===== config.mk =====
export PLATFORM = sky130hd
export DESIGN_NAME = eg4_rstgen_flat
export DESIGN_NICKNAME = d
export VERILOG_FILES = /design/src/rtl/eg4_rstgen_if.sv /design/src/rtl/eg4_rstgen.sv /design/src/flat_wrapper.sv
export SDC_FILE = /design/constraint.sdc
export NUM_CORES = 1
export LEC_CHECK = 0
export CORE_MARGIN = 2
export CORE_UTILIZATION = 53
export CTS_CLUSTER_DIAMETER = 120
export CTS_CLUSTER_SIZE = 14
export DETAILED_ROUTE_END_ITERATION = 8
export PLACE_DENSITY = 0.81
export SLEW_MARGIN = 20
export SYNTH_ARGS = -nofsm -noshare
export SYNTH_HDL_FRONTEND = slang
export SYNTH_SLANG_ARGS = --single-unit

===== constraint.sdc =====
create_clock -name clk -period 1.74 [get_ports clk]
set_input_delay 0.435 -clock clk [delete_from_list [all_inputs] [get_ports clk]]
set_output_delay 0.435 -clock clk [all_outputs]
set_load 0.02 [all_outputs]

===== src/rtl/eg4_rstgen_if.sv =====
// Reset/timebase bundle between eg4_rstgen and the system top.
// Latency: n/a (wiring only); master drives resets and strobes, slave drives the button.
// Backpressure: none, every signal is a level or a free-running strobe.
interface eg4_rstgen_if;
  logic ext_reset;  // raw board button, active-low
  logic pwr_rst;    // power-on reset, active-high
  logic sys_rst;    // system reset, active-high
  logic sys_us;     // 1-cycle strobe per microsecond
  logic sys_ms;     // 1-cycle strobe per millisecond
  logic sys_ready;  // high only while the system runs

  modport master (
    input  ext_reset,
    output pwr_rst, sys_rst, sys_us, sys_ms, sys_ready
  );

  modport slave (
    output ext_reset,
    input  pwr_rst, sys_rst, sys_us, sys_ms, sys_ready
  );
endinterface


===== src/rtl/eg4_rstgen.sv =====
// Reset sequencer + us/ms timebase: PWR -> SYS -> RUN, debounced button forces BTN.
// Latency: strobes/resets registered; state outputs change 1 cycle after the deciding sys_ms.
// Backpressure: none. Macro CONFIG_RST_BTN_PWR_EN: button release restarts from PWR.
module eg4_rstgen #(
  parameter int CLK_FREQ = 50000000,
  parameter int PWR_MS   = 10,
  parameter int RST_MS   = 2,
  parameter int DEB_MS   = 5
) (
  input  logic          clk,
  input  logic          rst,
  eg4_rstgen_if.master  rg
);

  localparam int          US_DIV  = CLK_FREQ / 1000000;
  localparam logic [7:0]  US_LAST = 8'(US_DIV - 1);
  localparam logic [9:0]  MS_LAST = 10'd999;
  localparam logic [7:0]  PWR_T   = 8'(PWR_MS);
  localparam logic [7:0]  RST_T   = 8'(RST_MS);
  localparam logic [3:0]  DEB_T   = 4'(DEB_MS);

  typedef enum logic [1:0] {
    ST_PWR = 2'd0,
    ST_SYS = 2'd1,
    ST_RUN = 2'd2,
    ST_BTN = 2'd3
  } state_t;

  // timebase
  logic [7:0] us_cnt_q, us_cnt_d;
  logic [9:0] ms_cnt_q, ms_cnt_d;
  logic       us_tick, ms_tick;
  logic       sys_us_q, sys_ms_q;

  // button path
  logic       btn_s1_q, btn_s2_q;
  logic       btn_q, btn_d;
  logic [3:0] deb_cnt_q, deb_cnt_d;

  // sequencer
  state_t     state_q, state_d;
  logic [7:0] tmr_q, tmr_d;
  logic       pwr_rst_q, pwr_rst_d;
  logic       sys_rst_q, sys_rst_d;
  logic       ready_q, ready_d;

  // Free-running divider; the strobes are registered copies of the wrap conditions.
  always_comb begin
    us_tick  = (us_cnt_q == US_LAST);
    ms_tick  = us_tick && (ms_cnt_q == MS_LAST);
    us_cnt_d = us_tick ? 8'd0 : us_cnt_q + 8'd1;
    ms_cnt_d = ms_cnt_q;
    if (us_tick) begin
      ms_cnt_d = ms_tick ? 10'd0 : ms_cnt_q + 10'd1;
    end
  end

  // Divider state and strobe registers.
  always_ff @(posedge clk or posedge rst) begin
    if (rst) begin
      us_cnt_q <= 8'd0;
      ms_cnt_q <= 10'd0;
      sys_us_q <= 1'b0;
      sys_ms_q <= 1'b0;
    end else begin
      us_cnt_q <= us_cnt_d;
      ms_cnt_q <= ms_cnt_d;
      sys_us_q <= us_tick;
      sys_ms_q <= ms_tick;
    end
  end

  // Two-flop synchroniser for the asynchronous button, idle level = released.
  always_ff @(posedge clk or posedge rst) begin
    if (rst) begin
      btn_s1_q <= 1'b1;
      btn_s2_q <= 1'b1;
    end else begin
      btn_s1_q <= rg.ext_reset;
      btn_s2_q <= btn_s1_q;
    end
  end

  // Debounce: the synced level must differ from btn on DEB_MS consecutive ms samples.
  always_comb begin
    btn_d     = btn_q;
    deb_cnt_d = deb_cnt_q;
    if (sys_ms_q) begin
      if (btn_s2_q != btn_q) begin
        if (deb_cnt_q + 4'd1 == DEB_T) begin
          btn_d     = btn_s2_q;
          deb_cnt_d = 4'd0;
        end else begin
          deb_cnt_d = deb_cnt_q + 4'd1;
        end
      end else begin
        deb_cnt_d = 4'd0;
      end
    end
  end

  // Debounced button level and its sample counter.
  always_ff @(posedge clk or posedge rst) begin
    if (rst) begin
      btn_q     <= 1'b1;
      deb_cnt_q <= 4'd0;
    end else begin
      btn_q     <= btn_d;
      deb_cnt_q <= deb_cnt_d;
    end
  end

  // Next state, state timer and next-cycle output levels decoded from the next state.
  always_comb begin
    state_d = state_q;
    case (state_q)
      ST_PWR: if (sys_ms_q && (tmr_q + 8'd1 == PWR_T)) state_d = ST_SYS;
      ST_SYS: if (sys_ms_q && (tmr_q + 8'd1 == RST_T)) state_d = ST_RUN;
      ST_RUN: if (!btn_q) state_d = ST_BTN;
      ST_BTN: begin
        if (btn_q) begin
`ifdef CONFIG_RST_BTN_PWR_EN
          state_d = ST_PWR;
`else
          state_d = ST_SYS;
`endif
        end
      end
      default: state_d = ST_PWR;
    endcase

    // Timer restarts on any state change so the new state counts from 0.
    tmr_d = (state_d != state_q) ? 8'd0 : tmr_q + {7'd0, sys_ms_q};

`ifdef CONFIG_RST_BTN_PWR_EN
    pwr_rst_d = (state_d == ST_PWR) || (state_d == ST_BTN);
`else
    pwr_rst_d = (state_d == ST_PWR);
`endif
    sys_rst_d = (state_d != ST_RUN);
    ready_d   = (state_d == ST_RUN);
  end

  // State register and registered reset/ready outputs.
  always_ff @(posedge clk or posedge rst) begin
    if (rst) begin
      state_q   <= ST_PWR;
      tmr_q     <= 8'd0;
      pwr_rst_q <= 1'b1;
      sys_rst_q <= 1'b1;
      ready_q   <= 1'b0;
    end else begin
      state_q   <= state_d;
      tmr_q     <= tmr_d;
      pwr_rst_q <= pwr_rst_d;
      sys_rst_q <= sys_rst_d;
      ready_q   <= ready_d;
    end
  end

  assign rg.pwr_rst   = pwr_rst_q;
  assign rg.sys_rst   = sys_rst_q;
  assign rg.sys_us    = sys_us_q;
  assign rg.sys_ms    = sys_ms_q;
  assign rg.sys_ready = ready_q;

endmodule


===== src/flat_wrapper.sv =====
// flat-port wrapper written by rule: the top's interface ports become plain ports
module eg4_rstgen_flat 
#(
  parameter int CLK_FREQ = 50000000,
  parameter int PWR_MS   = 10,
  parameter int RST_MS   = 2,
  parameter int DEB_MS   = 5
)
  (clk, rst, rg_ext_reset, rg_pwr_rst, rg_sys_rst, rg_sys_us, rg_sys_ms, rg_sys_ready);
  eg4_rstgen_if rg_i ();
  input  logic clk;
  input  logic rst;
  input wire logic [$bits(rg_i.ext_reset)-1:0] rg_ext_reset;
  output wire logic [$bits(rg_i.pwr_rst)-1:0] rg_pwr_rst;
  output wire logic [$bits(rg_i.sys_rst)-1:0] rg_sys_rst;
  output wire logic [$bits(rg_i.sys_us)-1:0] rg_sys_us;
  output wire logic [$bits(rg_i.sys_ms)-1:0] rg_sys_ms;
  output wire logic [$bits(rg_i.sys_ready)-1:0] rg_sys_ready;
  assign rg_i.ext_reset = rg_ext_reset;
  assign rg_pwr_rst = rg_i.pwr_rst;
  assign rg_sys_rst = rg_i.sys_rst;
  assign rg_sys_us = rg_i.sys_us;
  assign rg_sys_ms = rg_i.sys_ms;
  assign rg_sys_ready = rg_i.sys_ready;
  eg4_rstgen #(.CLK_FREQ(CLK_FREQ), .PWR_MS(PWR_MS), .RST_MS(RST_MS), .DEB_MS(DEB_MS)) u_core (.clk(clk), .rst(rst), .rg(rg_i));
endmodule

## After elaboration in Yosys (flattened, before gate mapping)

Cells that the tools add are included.

- Register bits: 40
- Output and inout bits: 5

- Add/subtract/negate cells: 5
- Eq/ne operators: 12
- Muxes and demuxes: 10
- Reduce and logical (&&, ||, !) cells: 6

Operators with widths:

| operator | number |
|---|---|
| $add A8 B1 Y8 const B | 2 |
| $mux W8 | 2 |
| $add A10 B1 Y10 const B | 1 |
| $eq A10 B10 Y1 const B | 1 |
| $mux W10 | 1 |
| $add A8 B1 Y8 | 1 |
| $eq A8 B2 Y1 const B | 1 |
| $eq A8 B4 Y1 const B | 1 |
| $eq A8 B6 Y1 const B | 1 |
| $mux W2 | 4 |
| $mux W4 | 2 |
| $pmux W2 S4 | 1 |
| $eq A2 B2 Y1 const B | 3 |
| $add A4 B1 Y4 const B | 1 |
| $eq A4 B3 Y1 const B | 1 |
| $logic_not A2 Y1 | 2 |
| $logic_and A1 B1 Y1 | 3 |
| $reduce_and A3 Y1 | 1 |
| $eq A2 B1 Y1 const B | 1 |
| $ne A2 B2 Y1 | 1 |
| $ne A2 B2 Y1 const B | 1 |
| $ne A1 B1 Y1 | 1 |

## Logic depth before layout (Yosys ltp)

Gate-level depths: netlist of the first run.

- Depth in word-level cells: 7
- Depth in mapped cells: 8

## Worst setup path before layout of the first run

No wires, ideal clock.

- Path type: register -> register
- Start: register u_core.tmr_q[4]
- End: register u_core.tmr_q[0]
- Arrival time: 1778 ps
- Data required time: 1620 ps
- Path slack: -158 ps
- Stages on the path, launching flop included: 5
- Path buffers: 0
- Clock period less this slack: 1898 ps
- Cells stage by stage: dfrtp_1 or4_4 mux2_2 a2111o_1 and3_1

- Longest elaborated chain between the ends: 7
- Elaborated cells on any way between the ends: 10
- Those cells by class: add/sub (1); eq/ne (3); mux (4); reduce/logical (2)

Ends and longest elaborated chain:

| item | line | RTL |
|---|---|---|
| start: declaration | eg4_rstgen.sv:42 | `logic [7:0] tmr_q, tmr_d;` |
| start signal: assignment | eg4_rstgen.sv:154 | `tmr_q <= tmr_d;` |
| $add A8 B1 Y8 * | eg4_rstgen.sv:117, eg4_rstgen.sv:118 |  |
| $eq A8 B2 Y1 / $eq A8 B4 Y1 (equally long branches) | eg4_rstgen.sv:118, eg4_rstgen.sv:117 |  |
| $logic_and A1 B1 Y1 (on tied branches) | eg4_rstgen.sv:118, eg4_rstgen.sv:117 |  |
| $mux W2 (on tied branches) | eg4_rstgen.sv:118, eg4_rstgen.sv:117 |  |
| $pmux W2 S4 * | eg4_rstgen.sv:116 | `case (state_q)` |
| $ne A2 B2 Y1 * | eg4_rstgen.sv:133 | `tmr_d = (state_d != state_q) ? 8'd0 : tmr_q + {7'd0, sys_ms_q};` |
| $mux W8 * | eg4_rstgen.sv:133 |  |
| via u_core.tmr_d[0] | eg4_rstgen.sv:42 |  |

Mark *: on every way through the listed nets, which the timed path passes. The rest lies on a longest branch.
A chain may end at the register's enable or synchronous reset.

## Final worst setup path of the first run

- Start: register u_core.tmr_q[7]
- End: register u_core.tmr_q[2]

The elaborated chain is that of the path after synthesis.

==> metrics.txt, run 1 <==
# TYPE chip_impl_metric gauge
chip_impl_info{name="cp-end-kind",value="flop"} 1
chip_impl_metric{name="floorplan.io_pins",unit=""} 8
chip_impl_metric{name="final.period_utilization",unit="%"} 101
chip_impl_metric{name="port-buffer-count",unit=""} 7
chip_impl_metric{name="portion_of_the_post_synthesis_area_used_by_sequential_elements",unit="%"} 51.7
chip_impl_info{name="yosys_most_used_dff",value="sky130_fd_sc_hd__dfrtp_1"} 1
chip_impl_metric{name="area.growth.synth_to_final",unit="%"} 20.3
chip_impl_metric{name="cts-root-to-sink-buffers",unit=""} 2
chip_impl_info{name="timing.critical_path.slowest_stage_cell",value="sky130_fd_sc_hd__or4_4"} 1
chip_impl_metric{name="finalHoldViolations",unit=""} 0
chip_impl_metric{name="synth.ff_latch_count",unit=""} 40
chip_impl_info{name="critical_path.top_delay_family",value="simple AND/OR/NAND/NOR gates"} 1
chip_impl_metric{name="grt_pass1_vias",unit=""} 1402
chip_impl_metric{name="synth_nets",unit=""} 201
chip_impl_metric{name="antenna_found_initial",unit=""} 0
chip_impl_metric{name="fp.dieW",unit="um"} 64.6
chip_impl_metric{name="irDropWorstVdd",unit="mV"} 0.510
chip_impl_metric{name="power.leakage",unit="nW"} 1.10
chip_impl_metric{name="layout_setup_ws",unit="ns"} -0.0236
chip_impl_metric{name="timing_worst_slew_pin_value",unit="ns"} 0.376
chip_impl_metric{name="detailed_place_hpwl",unit="um"} 2440
chip_impl_metric{name="pre_cts_setup_slack",unit="ns"} -0.0257
chip_impl_info{name="layout.cells.most_common",value="sky130_fd_sc_hd__dfrtp_1"} 1
chip_impl_metric{name="drv.max_cap_violation_count",unit=""} 0
chip_impl_metric{name="netlist-cell-type-count",unit=""} 40
chip_impl_metric{name="1st_iter_drt_viols",unit=""} 100
chip_impl_metric{name="initial_core_util",unit="%"} 54.1
chip_impl_metric{name="detailroute.via_count",unit=""} 1522
chip_impl_metric{name="yosys-mux-area-fraction",unit="%"} 2.25
chip_impl_metric{name="timing.critical_path.fanout_max",unit=""} 3
chip_impl_metric{name="number_of_enable_type_register_cells_in_the_synthesized_netlist",unit=""} 0
chip_impl_metric{name="final_setup_violation_count",unit=""} 3
chip_impl_metric{name="synthesis.area_per_instance",unit="um2"} 10.2
chip_impl_info{name="run_status",value="complete, but fails checks"} 1
chip_impl_metric{name="critPathArrivalTime",unit="ns"} 1.96
chip_impl_metric{name="critical_path.n_buffers_inverters",unit=""} 0
chip_impl_metric{name="grt_remaining_overflow",unit=""} 0
chip_impl_metric{name="synth_simple_gate_area_share",unit="%"} 23.0
chip_impl_metric{name="clkLatencyLatePin",unit="ns"} 0.30
chip_impl_info{name="rsz0062_at_grt",value="true"} 1
chip_impl_metric{name="gpl.final_weighted_congestion",unit=""} 0.835
chip_impl_metric{name="synthArstFlopShare",unit="%"} 100
chip_impl_metric{name="cts_buffers",unit=""} 5
chip_impl_metric{name="max_freq",unit="MHz"} 567
chip_impl_info{name="clock-root-buffer",value="sky130_fd_sc_hd__clkbuf_8"} 1
chip_impl_metric{name="fin_skew",unit="ns"} 0.00676
chip_impl_metric{name="relSlewSlack",unit="%"} 74.7
chip_impl_metric{name="syn-cell-area",unit="um2"} 1950
chip_impl_metric{name="netlist_instances",unit=""} 191
chip_impl_metric{name="number_of_synthesis_warnings",unit=""} 0
chip_impl_metric{name="remaining_drc_errors",unit=""} 0
chip_impl_metric{name="critical-path-max-stage-delay",unit="ns"} 0.54
chip_impl_metric{name="worst-endpoint-required",unit="ns"} 1.93
chip_impl_metric{name="synthAdderAreaFrac",unit="%"} 4.49
chip_impl_metric{name="die_area",unit="um2"} 4180
chip_impl_metric{name="num_antenna_cells",unit=""} 0
chip_impl_metric{name="detailed_place.area",unit="um2"} 2210
chip_impl_metric{name="detail-route-antenna-nets",unit=""} 0
chip_impl_metric{name="finalMaxSlewViolations",unit=""} 0
chip_impl_metric{name="coreArea",unit="um2"} 3610
chip_impl_metric{name="setup_total_negative_slack",unit="ns"} -0.0358
chip_impl_metric{name="drt_wl_total",unit="um"} 3500
chip_impl_metric{name="cts.clk_slew.worst_paths",unit="ns"} 0.08
chip_impl_metric{name="finalWorstPathRequiredPeriod",unit="ns"} 1.76
chip_impl_metric{name="post-route-util",unit="%"} 65.0
chip_impl_info{name="final_cell_mix",value="sky130_fd_sc_hd__dfrtp_1, sky130_fd_sc_hd__nor2_1, sky130_fd_sc_hd__buf_4"} 1
chip_impl_info{name="crit_path_cell_trace",value="or4_4 -> mux2_4 -> a2111o_1 -> and3_1"} 1
chip_impl_info{name="worst_setup_path_start_kind",value="flop"} 1
chip_impl_metric{name="post_route_cells_drive_above_1_share",unit="%"} 19.9
chip_impl_info{name="path_class",value="reg -> reg"} 1
chip_impl_info{name="combinational_family_with_the_most_area_after_synthesis",value="simple AND/OR/NAND/NOR gates"} 1
chip_impl_metric{name="synth-compound-area-share",unit="%"} 8.22
chip_impl_metric{name="grt_first_pass_wirelength",unit="um"} 5930
chip_impl_metric{name="nets",unit=""} 230
chip_impl_metric{name="power.density_cell_area",unit="nW/um2"} 730
chip_impl_metric{name="grt.total_usage",unit="%"} 19.0
chip_impl_info{name="cts_tree",value="yes"} 1
chip_impl_metric{name="route.detailed.wl_per_inst",unit="um"} 13.0
chip_impl_metric{name="cts_sinks",unit=""} 40
chip_impl_metric{name="synth_xor_area_share",unit="%"} 7.64
chip_impl_info{name="violations_in_the_final_reports",value="setup timing"} 1
chip_impl_metric{name="fin_area",unit="um2"} 2340
chip_impl_metric{name="grt_start_max_net_pins",unit=""} 41
chip_impl_info{name="worstHoldPathType",value="reg -> reg"} 1
chip_impl_metric{name="die_extent_in_y",unit="um"} 64.6
chip_impl_metric{name="rows",unit=""} 22
chip_impl_metric{name="cts-htree-levels",unit=""} 2
chip_impl_metric{name="firstDrtPassIters",unit=""} 4
chip_impl_metric{name="routed_via_density",unit=""} 5.66
-- synth_stat cells, types with 3 or more instances --
master                     count  area share, %
sky130_fd_sc_hd__a21oi_1       3           0.77
sky130_fd_sc_hd__and3_1        9            2.9
sky130_fd_sc_hd__clkbuf_1      3           0.58
sky130_fd_sc_hd__dfrtp_1      35             45
sky130_fd_sc_hd__dfstp_2       5            6.7
sky130_fd_sc_hd__ha_1          7            4.5
sky130_fd_sc_hd__inv_1         9            1.7
sky130_fd_sc_hd__mux2_2        3            1.7
sky130_fd_sc_hd__nand2_1      14            2.7
sky130_fd_sc_hd__nand3_1      17            4.4
sky130_fd_sc_hd__nand4_1       5            1.6
sky130_fd_sc_hd__nor2_1       18            3.5
sky130_fd_sc_hd__nor3_1        4            1.0
sky130_fd_sc_hd__nor4_1        6            1.9
sky130_fd_sc_hd__o21ai_0       9            2.3
sky130_fd_sc_hd__xnor2_1      10            4.5
sky130_fd_sc_hd__xor2_1        7            3.1
-- layout make-up --
class                      count  area [um2]
clock buffer                   5        68.8
clock inverter                 3        42.5
fill                         305        1260
inverter                      10        37.5
multi-input combinational    137         907
sequential                    40        1010
tap                           48        60.1
timing repair buffer          26         221
-- layer usage --
metal | track usage [%] | part of all wire [%]
met1 | 22.7 | 45
met2 | 31.3 | 47
met3 | 5.21 | 4.3
met4 | 10.4 | 2.9
met5 | 0 | 0
-- sequential cells by signal, summed over array words and instances (netlist names) --
| name | count |
|---|---|
| u_core.btn_s1_q | 1 |
| u_core.btn_q | 1 |
| u_core.deb_cnt_q | 4 |
| u_core.us_cnt_q | 8 |
| u_core.rg.sys_rst | 1 |
| u_core.rg.sys_ms | 1 |
| u_core.rg.sys_us | 1 |
| u_core.rg.sys_ready | 1 |
| u_core.tmr_q | 8 |
| u_core.btn_s2_q | 1 |
| u_core.state_q | 2 |
| u_core.ms_cnt_q | 10 |
| u_core.rg.pwr_rst | 1 |
-- stage by stage --
step / instances / hold WS [ns] / power [mW]
after floorplan: 191 / 0.345 / 0.968
after global placement: 260 / 0.349 / 0.983
after detailed placement: 260 / 0.351 / 0.984
after CTS: 268 / 0.366 / 1.73
after global routing: 269 / 0.371 / 1.78
final: 269 / 0.366 / 1.71
-- logic make-up (layout without fill, tap and decap cells) --
logic type / after synthesis / after routing
XOR/XNOR: 17 / 17
buffers and inverters: 14 / 44
AND/OR/NAND/NOR: 85 / 85
AO/OA/AOI/OAI: 24 / 24
adder cells (fa/ha/maj): 7 / 7
multiplexers: 4 / 4
flip-flops: 40 / 40
-- path summary, 6_finish.rpt --
path                                            from                        endpoint  slack [ns]  depth (start not counted)
min in group asynchronous                        rst  u_core.ms_cnt_q[1]$_DFFE_PP0P_        0.49                          3
max reg2reg                u_core.tmr_q[7]$_DFF_PP0_       u_core.tmr_q[2]$_DFF_PP0_       -0.02                          4
min                        u_core.btn_s1_q$_DFF_PP1_       u_core.btn_s2_q$_DFF_PP1_        0.37                          0
max                        u_core.tmr_q[7]$_DFF_PP0_       u_core.tmr_q[2]$_DFF_PP0_       -0.02                          4
min reg2reg                u_core.btn_s1_q$_DFF_PP1_       u_core.btn_s2_q$_DFF_PP1_        0.37                          0
max in group asynchronous                        rst       u_core.btn_s1_q$_DFF_PP1_        0.99                          3
-- repair_timing --
item / in CTS / in global routing
hold buffers: 0 / 0
gates resized for setup: 4 / 2
setup endpoints to repair: 7 / 12
buffers inserted: 0 / 1
-- where the power goes --
part	total (mW)	switching [mW]	internal, mW	leakage, nW
Combinational	0.0299	0.0204	0.00950	0.513
Clock	0.747	0.323	0.424	0.0541
Sequential	0.935	0.00127	0.934	0.529
(Power assumes the default switching activity.)
==> run 2, diff against run 1 <==
CORE_UTILIZATION = 39   (was 53)
PLACE_DENSITY = 0.64   (was 0.81)
==> metrics.txt, run 2 (synthesized netlist as in run 1, its figures left out) <==
# TYPE chip_impl_metric gauge
chip_impl_metric{name="fin_skew",unit="ns"} 0.00535
chip_impl_metric{name="cts_buffers",unit=""} 5
chip_impl_metric{name="p_total",unit="mW"} 1.60
chip_impl_metric{name="critPathArrivalTime",unit="ns"} 2.01
chip_impl_metric{name="layout_setup_ws",unit="ns"} -0.0745
chip_impl_metric{name="finalWorstPathRequiredPeriod",unit="ns"} 1.81
chip_impl_metric{name="routed_via_density",unit=""} 5.06
chip_impl_metric{name="timing_worst_slew_pin_value",unit="ns"} 0.372
chip_impl_metric{name="worst-endpoint-required",unit="ns"} 1.93
chip_impl_metric{name="coreArea",unit="um2"} 4790
chip_impl_metric{name="max_freq",unit="MHz"} 551
chip_impl_metric{name="dp_cells",unit=""} 280
chip_impl_metric{name="gpl.final_weighted_congestion",unit=""} 0.804
chip_impl_metric{name="critical-path-max-stage-delay",unit="ns"} 0.55
chip_impl_metric{name="relSlewSlack",unit="%"} 75.0
chip_impl_metric{name="cts_sinks",unit=""} 40
chip_impl_metric{name="antenna_found_initial",unit=""} 0
chip_impl_metric{name="port-buffer-count",unit=""} 7
chip_impl_metric{name="worst_hold_slack",unit="ns"} 0.358
chip_impl_metric{name="drt_wl_total",unit="um"} 3560
chip_impl_metric{name="area.growth.synth_to_final",unit="%"} 22.9
chip_impl_metric{name="grt_pass1_vias",unit=""} 1421
chip_impl_metric{name="die_extent_in_y",unit="um"} 74.7
chip_impl_metric{name="nets",unit=""} 234
chip_impl_info{name="final_cell_mix",value="sky130_fd_sc_hd__dfrtp_1, sky130_fd_sc_hd__buf_4, sky130_fd_sc_hd__nand3_1"} 1
chip_impl_metric{name="grt.total_usage",unit="%"} 14.6
chip_impl_metric{name="initial_core_util",unit="%"} 40.7
chip_impl_metric{name="detailroute.via_count",unit=""} 1477
chip_impl_info{name="violations_in_the_final_reports",value="setup timing"} 1
chip_impl_metric{name="detail-route-antenna-nets",unit=""} 0
chip_impl_metric{name="cts-root-to-sink-buffers",unit=""} 2
chip_impl_info{name="worstHoldPathType",value="reg -> reg"} 1
chip_impl_metric{name="final.period_utilization",unit="%"} 104
chip_impl_info{name="cp-end-kind",value="flop"} 1
chip_impl_metric{name="grt_start_max_net_pins",unit=""} 35
chip_impl_info{name="cts_tree",value="yes"} 1
chip_impl_info{name="timing.critical_path.slowest_stage_cell",value="sky130_fd_sc_hd__or4_4"} 1
chip_impl_metric{name="floorplan.io_pins",unit=""} 8
chip_impl_metric{name="finalHoldViolations",unit=""} 0
chip_impl_metric{name="die_area",unit="um2"} 5580
chip_impl_info{name="layout.cells.most_common",value="sky130_fd_sc_hd__dfrtp_1"} 1
chip_impl_metric{name="num_antenna_cells",unit=""} 0
chip_impl_info{name="worst_setup_path_start_kind",value="flop"} 1
chip_impl_metric{name="area.sequential",unit="um2"} 1010
chip_impl_metric{name="rows",unit=""} 25
chip_impl_metric{name="timing.critical_path.fanout_max",unit=""} 3
chip_impl_metric{name="detailed_place_hpwl",unit="um"} 2520
chip_impl_metric{name="finish.cell_count_without_fillers",unit=""} 292
chip_impl_metric{name="grt_first_pass_wirelength",unit="um"} 6090
chip_impl_metric{name="1st_iter_drt_viols",unit=""} 63
chip_impl_metric{name="power.leakage",unit="nW"} 1.11
chip_impl_info{name="run_status",value="complete, but fails checks"} 1
chip_impl_metric{name="cts-htree-levels",unit=""} 2
chip_impl_metric{name="multiInputGateArea",unit="um2"} 922
chip_impl_metric{name="remaining_drc_errors",unit=""} 0
chip_impl_info{name="rsz0062_at_grt",value="true"} 1
chip_impl_metric{name="grt_remaining_overflow",unit=""} 0
chip_impl_metric{name="irDropWorstVdd",unit="mV"} 0.556
chip_impl_info{name="reg.largest.list",value="u_core.ms_cnt_q (10), u_core.tmr_q (8), u_core.us_cnt_q (8)"} 1
chip_impl_metric{name="fp.dieW",unit="um"} 74.7
chip_impl_metric{name="clkLatencyLatePin",unit="ns"} 0.29
chip_impl_metric{name="drv.max_cap_violation_count",unit=""} 0
chip_impl_metric{name="final_setup_violation_count",unit=""} 5
chip_impl_metric{name="power.density_cell_area",unit="nW/um2"} 669
chip_impl_metric{name="largest_register_ffs",unit=""} 10
chip_impl_metric{name="firstDrtPassIters",unit=""} 4
chip_impl_info{name="crit_path_cell_trace",value="or4_4 -> mux2_4 -> a2111o_1 -> and3_4"} 1
chip_impl_metric{name="post_route_cells_drive_above_1_share",unit="%"} 20.9
chip_impl_metric{name="layout.filler_cells",unit=""} 438
chip_impl_metric{name="finalMaxSlewViolations",unit=""} 0
chip_impl_info{name="largest_register",value="u_core.ms_cnt_q"} 1
chip_impl_metric{name="cts.clk_slew.worst_paths",unit="ns"} 0.08
chip_impl_info{name="path_class",value="reg -> reg"} 1
chip_impl_metric{name="setup_total_negative_slack",unit="ns"} -0.290
chip_impl_info{name="clock-root-buffer",value="sky130_fd_sc_hd__clkbuf_8"} 1
chip_impl_metric{name="route.detailed.wl_per_inst",unit="um"} 12.2
run 2: cell types whose count changed in the layout (fill, tap and decap cells not counted), moves of 2 or more:
cell,before,now
sky130_fd_sc_hd__nor2_1,18,16
sky130_fd_sc_hd__clkbuf_1,0,2
sky130_fd_sc_hd__buf_4,18,21
sky130_fd_sc_hd__nor4_2,2,0
run 2: where the power goes:
group	internal [mW]	total (mW)	switching [mW]
Clock	0.323	0.638	0.315
Sequential	0.934	0.935	0.00109
Combinational	0.00934	0.0299	0.0205
run 2: path summary, 6_finish.rpt:
check,from,endpoint,slack (ns),cells past startpoint
min in group asynchronous,rst,u_core.ms_cnt_q[1]$_DFFE_PP0P_,0.38,2
max,u_core.tmr_q[7]$_DFF_PP0_,u_core.tmr_q[0]$_DFF_PP0_,-0.07,4
max reg2reg,u_core.tmr_q[7]$_DFF_PP0_,u_core.tmr_q[0]$_DFF_PP0_,-0.07,4
min reg2reg,u_core.btn_s1_q$_DFF_PP1_,u_core.btn_s2_q$_DFF_PP1_,0.36,0
min,u_core.btn_s1_q$_DFF_PP1_,u_core.btn_s2_q$_DFF_PP1_,0.36,0
max in group asynchronous,rst,u_core.btn_q$_DFFE_PP1P_,0.82,3
run 2: what timing repair did:
action / 4_1_cts / 5_1_grt
hold buffers: 0 / 0
resized for setup: 5 / 5
pin swaps: 0 / 2
setup buffers: 1 / 3
endpoints found under the setup margin: 8 / 14
run 2: final cells by class:
type / instances / share of cell area, %
Tap cell: 67 / 3.50
Timing Repair Buffer: 30 / 10.7
Multi-Input combinational cell: 137 / 38.5
Sequential cell: 40 / 42.0
Clock buffer: 8 / 3.76
Inverter: 10 / 1.57
run 2: metrics by stage:
stage          utilization, %  instance area (um2)  setup WS (ns)
6_report                 50.1                 2400        -0.0745
4_1_cts                  49.2                 2350        -0.0786
5_1_grt                  50.1                 2400         -0.122
2_1_floorplan               -                 1960        -0.0329
3_3_place_gp             46.9                 2250        -0.0241
3_5_place_dp             46.9                 2250        -0.0410
run 2: critical path: cells and delay by family, from the launching register on:
| kind | cells | cell delay [ns] |
|---|---|---|
| mux | 1 | 0.28 |
| simple gates | 2 | 0.74 |
| compound gates | 1 | 0.31 |
| flops | 1 | 0.39 |
run 2: routing by layer:
metal | global-route usage (%) | share of wire, % | up-vias
met5 | 0 | 0 | -
met4 | 5.36 | 1.7 | 0
met3 | 4.82 | 3.1 | 8
met2 | 23.4 | 48 | 19
met1 | 18.5 | 47 | 707
li1 | - | - | 743
